<file path="src/rtl/uart_tx_ctrl_if.sv">
// Purpose: handshake/bus bundle between the UART frame sequencer, its upstream
//          word source and the external serializer.
// Ports:   master = upstream + serializer side, slave = uart_tx_ctrl.
interface uart_tx_ctrl_if #(
  parameter int DATA_WIDTH = 8
);
  logic                  data_valid;  // upstream word available
  logic [DATA_WIDTH-1:0] p_data;      // parallel word (parity source only)
  logic                  par_en;      // 1 = insert parity bit
  logic                  par_type;    // 0 = even, 1 = odd
  logic                  ser_data;    // serializer current LSB
  logic                  ser_done;    // serializer last-bit indication
  logic                  ser_en;      // serializer shift/count enable
  logic                  busy;        // frame in progress
  logic                  tx_out;      // serial line, idle high
  logic                  tx_done;     // one-cycle end-of-frame pulse
  logic                  sync_err;    // sticky serializer desync flag

  modport master (
    output data_valid, p_data, par_en, par_type, ser_data, ser_done,
    input  ser_en, busy, tx_out, tx_done, sync_err
  );

  modport slave (
    input  data_valid, p_data, par_en, par_type, ser_data, ser_done,
    output ser_en, busy, tx_out, tx_done, sync_err
  );
endinterface

</file>
<file path="src/rtl/uart_tx_ctrl.sv">
// Purpose: UART transmit frame sequencer; muxes start/data/parity/stop onto a
//          registered tx_out and paces the external serializer via ser_en.
// Latency: word accepted in IDLE, start bit on tx_out two cycles later; every
//          bit lasts one clk; tx_out lags the state by one cycle.
// Backpressure: busy=1 outside IDLE; data_valid is ignored until IDLE returns.
// Ports:   clk, rst (async active-low), bus (uart_tx_ctrl_if.slave).
module uart_tx_ctrl #(
  parameter int DATA_WIDTH = 8
) (
  input  logic          clk,
  input  logic          rst,
  uart_tx_ctrl_if.slave bus
);

  localparam int CNT_W = (DATA_WIDTH > 1) ? $clog2(DATA_WIDTH) : 1;
  localparam logic [CNT_W-1:0] LAST_BIT = CNT_W'(DATA_WIDTH - 1);

  typedef enum logic [2:0] {
    IDLE   = 3'd0,
    START  = 3'd1,
    DATA   = 3'd2,
    PARITY = 3'd3,
    STOP   = 3'd4
  } state_t;

  state_t           state;
  logic [CNT_W-1:0] bit_cnt;
  logic             par_en_q;
  logic             par_type_q;
  logic             parity_q;
  logic             busy_q;
  logic             ser_en_q;
  logic             tx_out_q;
  logic             tx_done_q;
  logic             sync_err_q;
  logic             last_bit;

  assign last_bit = (bit_cnt == LAST_BIT);

  // busy/ser_en/tx_done are loaded from the next state so that, as registers,
  // they always equal a decode of the current state.
  always_ff @(posedge clk or negedge rst) begin
    if (!rst) begin
      state      <= IDLE;
      bit_cnt    <= '0;
      par_en_q   <= 1'b0;
      par_type_q <= 1'b0;
      parity_q   <= 1'b0;
      busy_q     <= 1'b0;
      ser_en_q   <= 1'b0;
      tx_out_q   <= 1'b1;
      tx_done_q  <= 1'b0;
      sync_err_q <= 1'b0;
    end else begin
      tx_done_q <= 1'b0;
      case (state)
        IDLE: begin
          tx_out_q <= 1'b1;
          if (bus.data_valid) begin
            // The serializer loads p_data on this same edge (busy is low).
            par_en_q   <= bus.par_en;
            par_type_q <= bus.par_type;
            parity_q   <= (^bus.p_data) ^ bus.par_type;
            state      <= START;
            busy_q     <= 1'b1;
          end
        end
        START: begin
          tx_out_q <= 1'b0;
          bit_cnt  <= '0;
          state    <= DATA;
          ser_en_q <= 1'b1;
        end
        DATA: begin
          tx_out_q <= bus.ser_data;
          bit_cnt  <= bit_cnt + 1'b1;
          // Leave on whichever of ser_done / own count comes first; any
          // disagreement between them means the serializer lost step.
          if (bus.ser_done || last_bit) begin
            if (bus.ser_done != last_bit) begin
              sync_err_q <= 1'b1;
            end
            ser_en_q <= 1'b0;
            if (par_en_q) begin
              state <= PARITY;
            end else begin
              state     <= STOP;
              tx_done_q <= 1'b1;
            end
          end
        end
        PARITY: begin
          tx_out_q  <= parity_q;
          state     <= STOP;
          tx_done_q <= 1'b1;
        end
        STOP: begin
          tx_out_q <= 1'b1;
          state    <= IDLE;
          busy_q   <= 1'b0;
        end
        default: begin
          tx_out_q <= 1'b1;
          state    <= IDLE;
          busy_q   <= 1'b0;
          ser_en_q <= 1'b0;
        end
      endcase
    end
  end

  assign bus.busy     = busy_q;
  assign bus.ser_en   = ser_en_q;
  assign bus.tx_out   = tx_out_q;
  assign bus.tx_done  = tx_done_q;
  assign bus.sync_err = sync_err_q;

endmodule

</file>
<file path="src/flat_wrapper.sv">
// flat-port wrapper written by rule: the top's interface ports become plain ports
module uart_tx_ctrl_flat 
#(
  parameter int DATA_WIDTH = 8
)
  (clk, rst, bus_data_valid, bus_p_data, bus_par_en, bus_par_type, bus_ser_data, bus_ser_done, bus_ser_en, bus_busy, bus_tx_out, bus_tx_done, bus_sync_err);
  uart_tx_ctrl_if #(.DATA_WIDTH(DATA_WIDTH)) bus_i ();
  input  logic clk;
  input  logic rst;
  input wire logic [$bits(bus_i.data_valid)-1:0] bus_data_valid;
  input wire logic [$bits(bus_i.p_data)-1:0] bus_p_data;
  input wire logic [$bits(bus_i.par_en)-1:0] bus_par_en;
  input wire logic [$bits(bus_i.par_type)-1:0] bus_par_type;
  input wire logic [$bits(bus_i.ser_data)-1:0] bus_ser_data;
  input wire logic [$bits(bus_i.ser_done)-1:0] bus_ser_done;
  output wire logic [$bits(bus_i.ser_en)-1:0] bus_ser_en;
  output wire logic [$bits(bus_i.busy)-1:0] bus_busy;
  output wire logic [$bits(bus_i.tx_out)-1:0] bus_tx_out;
  output wire logic [$bits(bus_i.tx_done)-1:0] bus_tx_done;
  output wire logic [$bits(bus_i.sync_err)-1:0] bus_sync_err;
  assign bus_i.data_valid = bus_data_valid;
  assign bus_i.p_data = bus_p_data;
  assign bus_i.par_en = bus_par_en;
  assign bus_i.par_type = bus_par_type;
  assign bus_i.ser_data = bus_ser_data;
  assign bus_i.ser_done = bus_ser_done;
  assign bus_ser_en = bus_i.ser_en;
  assign bus_busy = bus_i.busy;
  assign bus_tx_out = bus_i.tx_out;
  assign bus_tx_done = bus_i.tx_done;
  assign bus_sync_err = bus_i.sync_err;
  uart_tx_ctrl #(.DATA_WIDTH(DATA_WIDTH)) u_core (.clk(clk), .rst(rst), .bus(bus_i));
endmodule
</file>
<file path="config.mk">
export PLATFORM = sky130hd
export DESIGN_NAME = uart_tx_ctrl_flat
export DESIGN_NICKNAME = d
export VERILOG_FILES = /design/src/rtl/uart_tx_ctrl_if.sv /design/src/rtl/uart_tx_ctrl.sv /design/src/flat_wrapper.sv
export SDC_FILE = /design/constraint.sdc
export NUM_CORES = 1
export LEC_CHECK = 0
export CORE_AREA = 2 2 39 41
export CTS_BUF_LIST = sky130_fd_sc_hd__clkbuf_16
export DETAILED_ROUTE_END_ITERATION = 10
export DIE_AREA = 0 0 41 43
export DONT_BUFFER_PORTS = 1
export PLACE_DENSITY = 0.65
export SKIP_LAST_GASP = 1
export SYNTH_ARGS = -nofsm -noshare
export SYNTH_HDL_FRONTEND = slang
export SYNTH_SLANG_ARGS = --single-unit
export TNS_END_PERCENT = 5
</file>
<file path="constraint.sdc">
create_clock -name clk -period 4.1 [get_ports clk]
set_input_delay 0.41 -clock clk [delete_from_list [all_inputs] [get_ports clk]]
set_output_delay 0.41 -clock clk [all_outputs]
set_load 0.02 [all_outputs]
</file>
==> flow_summary.ini <==
[critical_path]
r2r_slack_ns = 2.62
critPathRequiredTime_ns = 4.22
worst-setup-path-type = register to register
cpMostUsedCell = ha_1
cp_top_family = adder cells
end_kind = register
cp-start-kind = register
crit_path_top_delay_cell = dfrtp_1
cp_num_buf_inv = 1
cp.arrival_ns = 1.60
path_cells = ha_1 > ha_1 > inv_1 > ha_1 > nor2_1 > nor3_1 > a21oi_1 > nor2_1
crit_fanout = 4
slowest_delay_ns = 0.39

[global_routing]
grt_max_degree = 14
grt_pass1_vias = 467
antenna_found_initial = 0
grt_pass1_wl_um = 2090
overflow = 0
grtUsageTotal_pct = 19.2

[detailed_routing]
drt-total-wl_um = 1270
vias_per_cell = 5.51
wl_per_cell_um = 14.6
vias = 479
drtIter0Drc = 10
firstDrtPassIters = 4
drc = 0
postRouteAntennaNets = 0

[timing]
postLayoutSetupSlackWorst_ns = 2.62
slew_headroom_pct = 64.2
setup_violations = 0
finalClockSkew_ns = 0.00305
period_share_pct = 36.0
worstMarginPinSlew_ns = 0.535
hold_viol_final = 0
slew_violations = 0
timing.final.crit_period_ns = 1.48
worst_hold_slack_ns = 0.00742
final.setup.tns_ns = 0
clock.fmax_ghz = 0.678
rsz0062_at_grt = no

[final_layout]
nets = 90
antenna_cells = 0
drive_above_1_share_pct = 8.45
final_util_pct = 55.7
fill_cells = 119
synthToLayoutAreaGrowth_pct = 14.1

[floorplanning]
die_w_um = 41
num_io_pins = 20
row_count = 14
start_util_pct = 48.8
fp.coreArea_sq_mm = 0.00138
dieHeight_um = 43
die-area_sq_mm = 0.00176

[run_status]
status = complete, no violations

[cts]
clock_sinks = 13
cts.clk_slew.worst_paths_ns = 0.04
htree_levels = 1
cts_tree = done
clock_path_buffers = 2
clockRootBuffer = clkbuf_16
numCtsBuffers = 3
cts_hold_buf = 1
clk_latency_ns = 0.24
post-cts-setup-buffer-count = 0
cts_resized = 0

[synth]
async_flop_share_pct = 100
yosys_warnings = 0
synthesis.area_sq_um = 676
synth_edf_count = 0
avgSynthCellArea_sq_um = 9.79
synth_cells = 69
synth-seq-area-share_pct = 48.3
ys.flop_type = dfrtp_1
synth_nets = 87
ys_types = 24
synth-seq-cells = 13

[placement]
gp_congestion = 0.728
dp_hpwl_um = 836
numPortBuffers = 0
place_ws_ns = 2.63

[hold_path]
hold_class = input pin to async pin

[power_and_ir_drop]
p_leak_nw = 0.368
vdd_drop_max_mv = 0.377
power_density_mw_per_mm2 = 790

[job]
cap_violations = 0
[worst paths after layout]
path	from	endpoint	cells after the start
worst min register to register	u_core.parity_q$_DFFE_PN0P_	u_core.parity_q$_DFFE_PN0P_	2
worst max-delay path	u_core.bit_cnt[0]$_DFFE_PN0P_	u_core.state[1]$_DFFE_PN0P_	8
worst max register to register	u_core.bit_cnt[0]$_DFFE_PN0P_	u_core.state[1]$_DFFE_PN0P_	8
worst min-delay path	rst	u_core.bus.tx_out$_DFF_PN1_	0
max in group asynchronous	rst	u_core.bus.tx_done$_DFF_PN0_	1
min in group clk	bus_par_en	u_core.par_en_q$_DFFE_PN0P_	1
[routing by layer]
layer,part of all wire [%],track usage [%],up-vias
met3,5.3,5.24,4
met1,42,22.6,224
met4,2.0,14.0,0
li1,-,-,237
met2,51,28.4,14
met5,0,0,-
[synth_stat cells (2+ instances only)]
cell     count  area (sq um)
dfrtp_1     12           300
nand2_1      7          26.3
nor2_1       6          22.5
a21oi_1      5          25.0
inv_1        5          18.8
o21ai_0      5          25.0
xnor2_1      4          35.0
ha_1         3          37.5
a21o_1       2          15.0
buf_2        2          10.0
nand3_1      2          10.0
nor3_1       2          10.0
o21a_1       2          15.0
xor2_1       2          17.5
[where the power goes]
| group | internal, W | total (W) | switching, W |
|---|---|---|---|
| Clock | 0.000129 | 0.000182 | 0.0000534 |
| Sequential | 0.000185 | 0.000274 | 0.0000884 |
| Combinational | 0.0000758 | 0.000153 | 0.0000771 |
[layout make-up]
class / count / area, sq um / area share (%)
clock buffers: 3 / 75.1 / 9.74
clock inverters: 1 / 3.75 / 0.487
inverters: 6 / 22.5 / 2.92
multi-input cells: 47 / 313 / 40.6
flip-flops and latches: 13 / 327 / 42.4
well taps: 16 / 20.0 / 2.60
repair buffers: 1 / 10.0 / 1.30
[cells in the final DEF, fill, tap and decap left out, types with 2 or more instances in the layout]
cell / synthesis / routed
a21o_1: 2 / 2
a21oi_1: 5 / 5
clkbuf_16: 0 / 3
dfrtp_1: 12 / 12
ha_1: 3 / 3
inv_1: 5 / 6
nand2_1: 7 / 7
nand3_1: 2 / 2
nor2_1: 6 / 6
nor3_1: 2 / 2
o21a_1: 2 / 2
o21ai_0: 5 / 5
xnor2_1: 4 / 4
xor2_1: 2 / 2
[metrics by stage]
stage	cell area (sq um)	total power, W	std cells
global route	771	0.000654	87
floorplan	676	0.000394	69
detailed placement	682	0.000425	82
global placement	682	0.000420	82
CTS	771	0.000612	87
finish	771	0.000609	87
[logic make-up after synthesis]
logic type | after synthesis | share of synthesized area (%)
AO/OA/AOI/OAI | 19 | 17.8
AND/OR/NAND/NOR | 17 | 10.2
XOR/XNOR | 7 | 11.1
multiplexers | 1 | 1.67
flip-flops | 13 | 48.3
buffers and inverters | 9 | 5.37
adder cells (fa/ha/maj) | 3 | 5.56
[sequential cells by signal, summed over array words and instances, names as in the netlist]
signal / flops
u_core.state: 3
u_core.parity_q: 1
u_core.bit_cnt: 3
u_core.par_en_q: 1
u_core.bus.ser_en: 1
u_core.bus.sync_err: 1
u_core.bus.busy: 1
u_core.bus.tx_done: 1
u_core.bus.tx_out: 1
No activity file was read; power rests on OpenSTA's default activity.
